<file path="src/rtl/full_adder_half_adder.sv">
// Full adder built from two half adders and an OR gate, with registered
// copies of the sum and carry and a saturating carry-event counter.
//
// Ports:
//   clk_i       : clock; all state changes on the rising edge
//   reset_n_i   : synchronous active-low reset of the registered outputs
//   a_i, b_i    : addend bits
//   cin_i       : carry in
//   sum_o       : combinational sum, a ^ b ^ cin
//   cout_o      : combinational carry out
//   sum_r_o     : sum_o delayed by one clock
//   cout_r_o    : cout_o delayed by one clock
//   carry_cnt_o : number of sampled edges with cout_o = 1, saturating

// Half adder: s = x ^ y, c = x & y.
//   i_x, i_y : operand bits
//   o_s      : sum bit
//   o_c      : carry bit
module half_adder (
  input  logic i_x,
  input  logic i_y,
  output logic o_s,
  output logic o_c
);

  assign o_s = i_x ^ i_y;
  assign o_c = i_x & i_y;

endmodule

module full_adder_half_adder #(
  parameter int unsigned CNT_W = 8
) (
  input  logic             clk_i,
  input  logic             reset_n_i,
  input  logic             a_i,
  input  logic             b_i,
  input  logic             cin_i,
  output logic             sum_o,
  output logic             cout_o,
  output logic             sum_r_o,
  output logic             cout_r_o,
  output logic [CNT_W-1:0] carry_cnt_o
);

  logic w_ha1_s;
  logic w_ha1_c;
  logic w_ha2_s;
  logic w_ha2_c;

  logic             r_sum;
  logic             r_cout;
  logic [CNT_W-1:0] r_carry_cnt;

  half_adder u_ha1 (
    .i_x (a_i),
    .i_y (b_i),
    .o_s (w_ha1_s),
    .o_c (w_ha1_c)
  );

  half_adder u_ha2 (
    .i_x (w_ha1_s),
    .i_y (cin_i),
    .o_s (w_ha2_s),
    .o_c (w_ha2_c)
  );

  // Combinational path is independent of clock and reset.
  assign sum_o  = w_ha2_s;
  assign cout_o = w_ha1_c | w_ha2_c;

  always_ff @(posedge clk_i) begin
    if (!reset_n_i) begin
      r_sum       <= 1'b0;
      r_cout      <= 1'b0;
      r_carry_cnt <= '0;
    end else begin
      r_sum  <= sum_o;
      r_cout <= cout_o;
      // Hold at all-ones rather than wrapping.
      if (cout_o && (r_carry_cnt != '1)) begin
        r_carry_cnt <= r_carry_cnt + 1'b1;
      end
    end
  end

  assign sum_r_o     = r_sum;
  assign cout_r_o    = r_cout;
  assign carry_cnt_o = r_carry_cnt;

endmodule

</file>
<file path="config.mk">
export PLATFORM = sky130hd
export DESIGN_NAME = full_adder_half_adder
export DESIGN_NICKNAME = d
export VERILOG_FILES = /design/src/rtl/full_adder_half_adder.sv
export SDC_FILE = /design/constraint.sdc
export NUM_CORES = 1
export LEC_CHECK = 0
export ABC_CLOCK_PERIOD_IN_PS = 3080
export CORE_AREA = 2 2 39 41
export DETAILED_ROUTE_END_ITERATION = 12
export DIE_AREA = 0 0 41 43
export DONT_BUFFER_PORTS = 1
export SYNTH_ARGS = -nofsm -noshare
export SYNTH_HDL_FRONTEND = slang
export SYNTH_SLANG_ARGS = --single-unit
</file>
<file path="constraint.sdc">
create_clock -name clk_i -period 3.08 [get_ports clk_i]
set_input_delay 0.308 -clock clk_i [delete_from_list [all_inputs] [get_ports clk_i]]
set_output_delay 0.308 -clock clk_i [all_outputs]
set_load 0.02 [all_outputs]
</file>
==> flow_metrics.tcl, run 1 <==
set metrics [dict create \
    outcome "finished clean" \
    core.rowCount 14 \
    insertion_delay_ns 0.27 \
    drv_slew 0 \
    period_share_pct 51.2 \
    hold_depth 1 \
    die_w_um 41 \
    fillers 136 \
    fin_skew_ns 0.00644 \
    die_area_um2 1760 \
    drtAntennaViolNets 0 \
    synth.net_count 54 \
    synthTopCellsByArea "dfxtp_1, fa_1, mux2i_1, a311oi_1, nand2_1" \
    slew-limit-headroom_pct 69.3 \
    grt_pass1_vias 340 \
    synthArstFlopShare_pct 0 \
    ys_seq_elements 10 \
    clkTransAtPathRegs_ns 0.06 \
    placed_area_um2 483 \
    antenna_found_initial 0 \
    vias 373 \
    io_pins 17 \
    multi_input_area_um2 251 \
    yosysWarnings 0 \
    fin_setup_tns_ns 0 \
    period_needed_ns 1.58 \
    hp-class "primary input to flop" \
    synth.distinct_cells 28 \
    synth.most_common_cell "dfxtp_1" \
    netlist.area_leader.share_pct 42.6 \
    postCtsHoldBufs 0 \
    cts.sinks 10 \
    cp.required_ns 3.26 \
    coreArea_um2 1380 \
    area_delta_synth_final_pct 7.45 \
    rsz0062_at_grt "no" \
    maxCapViolCount 0 \
    postCtsSetupRepairBufs 0 \
    cts_htree_levels 1 \
    worst_pin_slew_ns 0.460 \
    wl_per_cell_um 13.5 \
    cts-root-buf "clkbuf_4" \
    synth_ff_type "dfxtp_1" \
    drt_iter0_markers 16 \
    slowest_delay_ns 0.50 \
    p_leak_nw 0.188 \
    grt_pass1_wl_um 1470 \
    critPathKind "flop to flop" \
    track_usage_pct 12.9 \
    place.gp.congestion 0.748 \
    r2r_cells 4 \
    cellPowerDensity_nw_per_um2 504 \
    register_area_um2 200 \
    ctsResizeCount 0 \
    utilization_pct 36.5 \
    drt_first_pass_iters 4 \
    arrival_ns 1.76 \
    path_cells "ha_1, nand4_1, or2_1, a211oi_2" \
    fmax_mhz 634 \
    setup_viol 0 \
    synth_common_cells "dfxtp_1, nand2_1, inv_1" \
    syn_avg_cell_area_um2 10.0 \
    chipHeight_um 43 \
    yosysTopAreaCell "dfxtp_1" \
    totalWireLength_um 878 \
    synth_edf_count 0 \
    via_per_inst 5.74 \
    grt_start_max_net_pins 11 \
    max-vdd-ir-drop_mv 0.261 \
    drc_errors 0 \
    syn_inst 47 \
    start_util_pct 34.0 \
    grt-ovfl-total 0 \
    yosysSeqAreaShare_pct 42.6 \
    cp-end-kind "flop" \
    start_kind "flop" \
    tritoncts "yes" \
    final_cell_area_um2 505 \
    clock_path_buffers 2 \
    hold_violations 0 \
    io_buffers 0 \
    r2r_slack_ns 1.50 \
    dp_hpwl_um 629 \
    layout-drive-gt1-share_pct 12.2 \
    path_max_fanout 5 \
    synth_area_um2 470 \
    nets 58 \
    numCtsBuffers 3 \
    antenna_cells 0 \
    cp_slowest_cell "dfxtp_1" \
]
[layout by cell type (no fill, tap or decap), types with 2 or more instances in the layout]
cell	instances
a21oi_1	2
a311oi_1	2
a31oi_1	2
and2_1	2
clkbuf_4	3
dfxtp_1	10
inv_1	3
mux2i_1	2
nand2_1	4
[critical path, delay by kind of cell, from the launching register on]
family	cells	cell delay (ns)
AO/OA/AOI/OAI	1	0.22
flip-flops	1	0.50
AND/OR/NAND/NOR	2	0.51
adder cells (fa/ha/maj)	1	0.27
[cell families after synthesis]
| group | count (synthesis) | share of synthesized area [%] |
|---|---|---|
| buf+inv | 4 | 3.99 |
| compound gates | 13 | 20.2 |
| fa+ha+maj | 2 | 6.91 |
| mux | 2 | 4.26 |
| simple gates | 16 | 22.1 |
| flops | 10 | 42.6 |
[layout make-up]
cell class	count	area share, %
Tap cell	16	3.96
Sequential cell	10	39.6
Inverter	3	2.23
Multi-Input combinational cell	33	49.8
Clock buffer	3	4.46
[routing by layer]
layer | part of all wire [%] | global-route usage, % | vias to the layer above
met3 | 13 | 11.0 | 2
met1 | 44 | 16.0 | 165
li1 | - | - | 185
met2 | 42 | 16.3 | 21
met5 | 0 | 0 | -
met4 | 0.80 | 4.00 | 0
[registers in the layout, summed over array words and instances (netlist names)]
| signal | cells |
|---|---|
| sum_r_o | 1 |
| cout_r_o | 1 |
| carry_cnt_o | 8 |
[power by group]
part / switching [W] / internal [W]
logic: 0.0000115 / 0.00000861
registers: 0.0000115 / 0.000135
clock network: 0.0000434 / 0.0000451
[worst paths after layout]
path | start | to
setup reg to reg | carry_cnt_o[0] | carry_cnt_o[2]
setup / recovery | carry_cnt_o[0] | carry_cnt_o[2]
hold reg to reg | carry_cnt_o[1] | carry_cnt_o[1]
hold / removal | reset_n_i | sum_r_o
[through the flow]
| stage | hold WS, ns | total power, W | std cells | setup slack (ns) |
|---|---|---|---|---|
| floorplan | 0.430 | 0.000167 | 47 | 1.52 |
| global placement | 0.431 | 0.000169 | 62 | 1.49 |
| detailed placement | 0.433 | 0.000170 | 62 | 1.48 |
| CTS | 0.155 | 0.000258 | 65 | 1.50 |
| global route | 0.148 | 0.000266 | 65 | 1.36 |
| finish | 0.160 | 0.000255 | 65 | 1.50 |
Power figures use the tool's default switching activity.
==> inputs of run 2 (changes only) <==
--- a/config.mk
+++ b/config.mk
@@ -5,7 +5,7 @@
 export SDC_FILE = /design/constraint.sdc
 export NUM_CORES = 1
 export LEC_CHECK = 0
-export ABC_CLOCK_PERIOD_IN_PS = 3080
+export ABC_CLOCK_PERIOD_IN_PS = 1610
 export CORE_AREA = 2 2 39 41
 export DETAILED_ROUTE_END_ITERATION = 12
 export DIE_AREA = 0 0 41 43
==> constraint.sdc (replaced) <==
create_clock -name clk_i -period 1.61 [get_ports clk_i]
set_input_delay 0.161 -clock clk_i [delete_from_list [all_inputs] [get_ports clk_i]]
set_output_delay 0.161 -clock clk_i [all_outputs]
set_load 0.02 [all_outputs]
==> flow_metrics.tcl, run 2 (synthesis results as in run 1) <==
set metrics [dict create \
    hold_violations 0 \
    layout-drive-gt1-share_pct 25.9 \
    cts.sinks 10 \
    final_cell_mix "dfxtp_1, buf_4, nand2_1, inv_1, clkbuf_4" \
    ctsResizeCount 0 \
    io_pins 17 \
    slew-limit-headroom_pct 82.6 \
    largest_register_ff_count 8 \
    hp-class "primary input to flop" \
    pre_cts_ws_ns 0.284 \
    totalWireLength_um 919 \
    die_w_um 41 \
    final_common_cell "dfxtp_1" \
    antenna_cells 0 \
    multi_input_area_um2 251 \
    dp_hpwl_um 696 \
    power_w 0.000496 \
    fillers 135 \
    fin_skew_ns 0.00287 \
    cts_htree_levels 1 \
    cellPowerDensity_nw_per_um2 865 \
    die_area_um2 1760 \
    period_needed_ns 1.32 \
    clkTransAtPathRegs_ns 0.06 \
    fmax_mhz 757 \
    critical-path-top-delay-family "simple AND/OR/NAND/NOR gates" \
    area_delta_synth_final_pct 21.8 \
    drt_iter0_markers 5 \
    path_max_fanout 4 \
    core.rowCount 14 \
    place.gp.congestion 0.744 \
    fin_setup_tns_ns 0 \
    coreArea_um2 1380 \
    insertion_delay_ns 0.26 \
    slowest_delay_ns 0.33 \
    vias 379 \
    rsz0062_at_grt "no" \
    io_buffers 0 \
    arrival_ns 1.50 \
    clock_path_buffers 2 \
    cp.required_ns 1.79 \
    finalWorstSetupSlack_ns 0.289 \
    drt_first_pass_iters 4 \
    path_cells "ha_1, nand4_1, or2_1, a211oi_2" \
    crit_buf_inv 0 \
    drc_errors 0 \
    start_util_pct 34.0 \
    tritoncts "yes" \
    antenna_found_initial 0 \
    grt-ovfl-total 0 \
    cp_slowest_cell "dfxtp_1" \
    outcome "finished clean" \
    drtAntennaViolNets 0 \
    drv_slew 0 \
    utilization_pct 41.4 \
    grt_pass1_wl_um 1480 \
    worst_pin_slew_ns 0.260 \
    via_per_inst 5.12 \
    cp-end-kind "flop" \
    postCtsHoldBufs 0 \
    grt_start_max_net_pins 10 \
    wl_per_cell_um 12.4 \
    nets 67 \
    chipHeight_um 43 \
    start_kind "flop" \
    maxCapViolCount 0 \
    final_cell_area_um2 573 \
    period_share_pct 82.1 \
    grt_pass1_vias 359 \
    cts-root-buf "clkbuf_4" \
    critPathKind "flop to flop" \
    track_usage_pct 12.8 \
    placed_area_um2 551 \
    p_leak_nw 0.236 \
    setup_viol 0 \
    max-vdd-ir-drop_mv 0.525 \
    postCtsSetupRepairBufs 0 \
    numCtsBuffers 3 \
    register_area_um2 200 \
]
run 2: cell types whose count changed in the layout (fill, tap and decap cells not counted), sizes merged:
cell | before | now
buf | 0 | 9
run 2: final timing paths:
path,startpoint,to,slack (ns),cells after the start
worst max-delay path,carry_cnt_o[0],carry_cnt_o[2],0.29,4
worst max register to register,carry_cnt_o[0],carry_cnt_o[2],0.29,4
worst min register to register,carry_cnt_o[6],carry_cnt_o[6],0.60,2
worst min-delay path,reset_n_i,sum_r_o,0.02,1
run 2: cell type report:
type	instances	share of cell area, %
inverters	3	1.97
well taps	16	3.49
flip-flops and latches	10	34.9
clock buffers	3	3.93
repair buffers	9	11.8
multi-input cells	33	43.9
run 2: worst reg2reg max path, delay by kind of cell (launching register included):
kind,cells,cell delay [ns]
AND/OR/NAND/NOR,2,0.48
flip-flops,1,0.33
adder cells (fa/ha/maj),1,0.22
AO/OA/AOI/OAI,1,0.21
run 2: per-stage QoR:
step                hold WS, ns  std cells
floorplan                 0.283         47
global placement          0.283         71
detailed placement        0.289         71
CTS                      0.0142         74
global route             0.0132         74
finish                   0.0246         74
run 2: layer usage:
layer  vias up  wire length [um]  global-route usage (%)
met5         -                 0                       0
met4         0                 0                    2.00
met3         0                76                    10.5
met2        12               374                    15.3
met1       164               468                    18.0
li1        203                 -                       -
run 2: power breakdown:
group	switching, W	total (W)	internal [W]
registers	0.0000106	0.000269	0.000258
logic	0.0000355	0.0000613	0.0000258
clock network	0.0000796	0.000166	0.0000861
total	0.000126	0.000496	0.000370
==> inputs of run 3 (changes only) <==
--- a/config.mk
+++ b/config.mk
@@ -5,7 +5,7 @@
 export SDC_FILE = /design/constraint.sdc
 export NUM_CORES = 1
 export LEC_CHECK = 0
-export ABC_CLOCK_PERIOD_IN_PS = 1610
+export ABC_CLOCK_PERIOD_IN_PS = 1150
 export CORE_AREA = 2 2 39 41
 export DETAILED_ROUTE_END_ITERATION = 12
 export DIE_AREA = 0 0 41 43
==> constraint.sdc (replaced) <==
create_clock -name clk_i -period 1.15 [get_ports clk_i]
set_input_delay 0.115 -clock clk_i [delete_from_list [all_inputs] [get_ports clk_i]]
set_output_delay 0.115 -clock clk_i [all_outputs]
set_load 0.02 [all_outputs]
==> flow_metrics.tcl, run 3 (synthesis results as in run 1) <==
set metrics [dict create \
    drt_iter0_markers 9 \
    period_needed_ns 1.21 \
    hold_violations 0 \
    rsz0062_at_grt "yes" \
    path_max_fanout 4 \
    core.rowCount 14 \
    via_per_inst 5.35 \
    fin_setup_tns_ns -0.220 \
    layout-drive-gt1-share_pct 46.9 \
    worstHoldStart "reset_n_i" \
    drc_errors 0 \
    io_buffers 0 \
    utilization_pct 49.0 \
    path_cells "ha_4, nand4_1, buf_4, o2111ai_2, and3_1" \
    p_leak_nw 0.270 \
    clkTransAtPathRegs_ns 0.07 \
    slew-limit-headroom_pct 82.2 \
    vias 428 \
    crit_buf_inv 1 \
    clock_path_buffers 2 \
    maxCapViolCount 0 \
    outcome "finished with violations" \
    place.gp.congestion 0.715 \
    fmax_mhz 829 \
    worst_pin_slew_ns 0.266 \
    setup_viol 7 \
    cp.required_ns 1.36 \
    placed_area_um2 598 \
    dp_hpwl_um 735 \
    drtAntennaViolNets 0 \
    start_util_pct 34.0 \
    largest_register_ff_count 8 \
    cp_slowest_cell "dfxtp_4" \
    nets 72 \
    totalWireLength_um 1150 \
    tritoncts "yes" \
    cts_htree_levels 1 \
    io_pins 17 \
    critical-path-top-delay-family "flip-flops" \
    grt-ovfl-total 0 \
    coreArea_um2 1380 \
    antenna_cells 0 \
    r2r_start "carry_cnt_o[1]" \
    crit_start "carry_cnt_o[1]" \
    wl_per_cell_um 14.4 \
    final_common_cell "buf_4" \
    final_cell_mix "buf_4, dfxtp_1, nand2_1, inv_1, clkbuf_4" \
    chipHeight_um 43 \
    max-vdd-ir-drop_mv 0.592 \
    hp-class "primary input to flop" \
    cellPowerDensity_nw_per_um2 1190 \
    antenna_found_initial 0 \
    area_delta_synth_final_pct 44.1 \
    fin_skew_ns 0.00376 \
    numCtsBuffers 3 \
    insertion_delay_ns 0.27 \
    grt_start_max_net_pins 10 \
    die_w_um 41 \
    critPathKind "flop to flop" \
    start_kind "flop" \
    cts.sinks 10 \
    die_area_um2 1760 \
    arrival_ns 1.42 \
    cts-root-buf "clkbuf_4" \
    drt_first_pass_iters 4 \
    finalWorstSetupSlack_ns -0.0564 \
    cp-end-kind "flop" \
    grt_pass1_wl_um 1720 \
    slowest_delay_ns 0.36 \
    track_usage_pct 15.0 \
    grt_pass1_vias 381 \
    final_cell_area_um2 678 \
    drv_slew 0 \
    period_share_pct 105 \
    violations "negative setup slack" \
]
run 3: cell count changes in the layout (fill, tap and decap cells not counted), moves of 2 or more:
| cell | delta |
|---|---|
| dfxtp_1 | -4 |
| buf_4 | +3 |
| dfxtp_4 | +2 |
| dfxtp_2 | +2 |
run 3: final cells by class:
class                           instances  area (um2)
Inverter                                3        11.3
Tap cell                               16        20.0
Clock buffer                            4        36.3
Timing Repair Buffer                   14         111
Fill cell                             129         706
Multi-Input combinational cell         33         289
Sequential cell                        10         210
run 3: what timing repair did:
item / in CTS / in global routing
resized for setup: 2 / 3
endpoints found under the hold margin: 6 / 6
setup endpoints to repair: 8 / 8
setup buffers: 0 / 1
pin swaps: 7 / 3
run 3: through the flow:
| step | hold slack (ns) | power [W] | std cells | setup slack, ns |
|---|---|---|---|---|
| after floorplan | 0.237 | 0.000456 | 47 | -0.0254 |
| after global placement | 0.241 | 0.000481 | 74 | -0.0507 |
| after detailed placement | 0.243 | 0.000484 | 74 | -0.0642 |
| after CTS | -0.0403 | 0.000811 | 78 | -0.0370 |
| after global routing | 0.0791 | 0.000853 | 80 | -0.151 |
| final | 0.0744 | 0.000810 | 80 | -0.0564 |
run 3: power breakdown:
part           internal [W]  switching (W)  total (W)
combinational     0.0000485      0.0000557   0.000104
sequential         0.000362      0.0000194   0.000382
clock              0.000192       0.000132   0.000324
total              0.000603       0.000207   0.000810
run 3: worst register-to-register path, cell delays in order, from the launching register on:
cell and delay [ns]:
dfxtp_4 0.36, ha_4 0.15, nand4_1 0.16, buf_4 0.19
o2111ai_2 0.14, and3_1 0.15
run 3: path summary, 6_finish.rpt:
check	end	slack (ns)	cells after the start
max	carry_cnt_o[4]	-0.06	5
min	carry_cnt_o[2]	0.07	2
max reg2reg	carry_cnt_o[4]	-0.06	5
min reg2reg	carry_cnt_o[6]	0.59	2
run 3: layer usage:
layer | up-vias | global-route usage [%] | share of wire (%)
li1 | 213 | - | -
met4 | 0 | 8.00 | 1.7
met2 | 16 | 20.9 | 51
met3 | 2 | 8.38 | 8.4
met1 | 197 | 17.6 | 38
met5 | - | 0 | 0
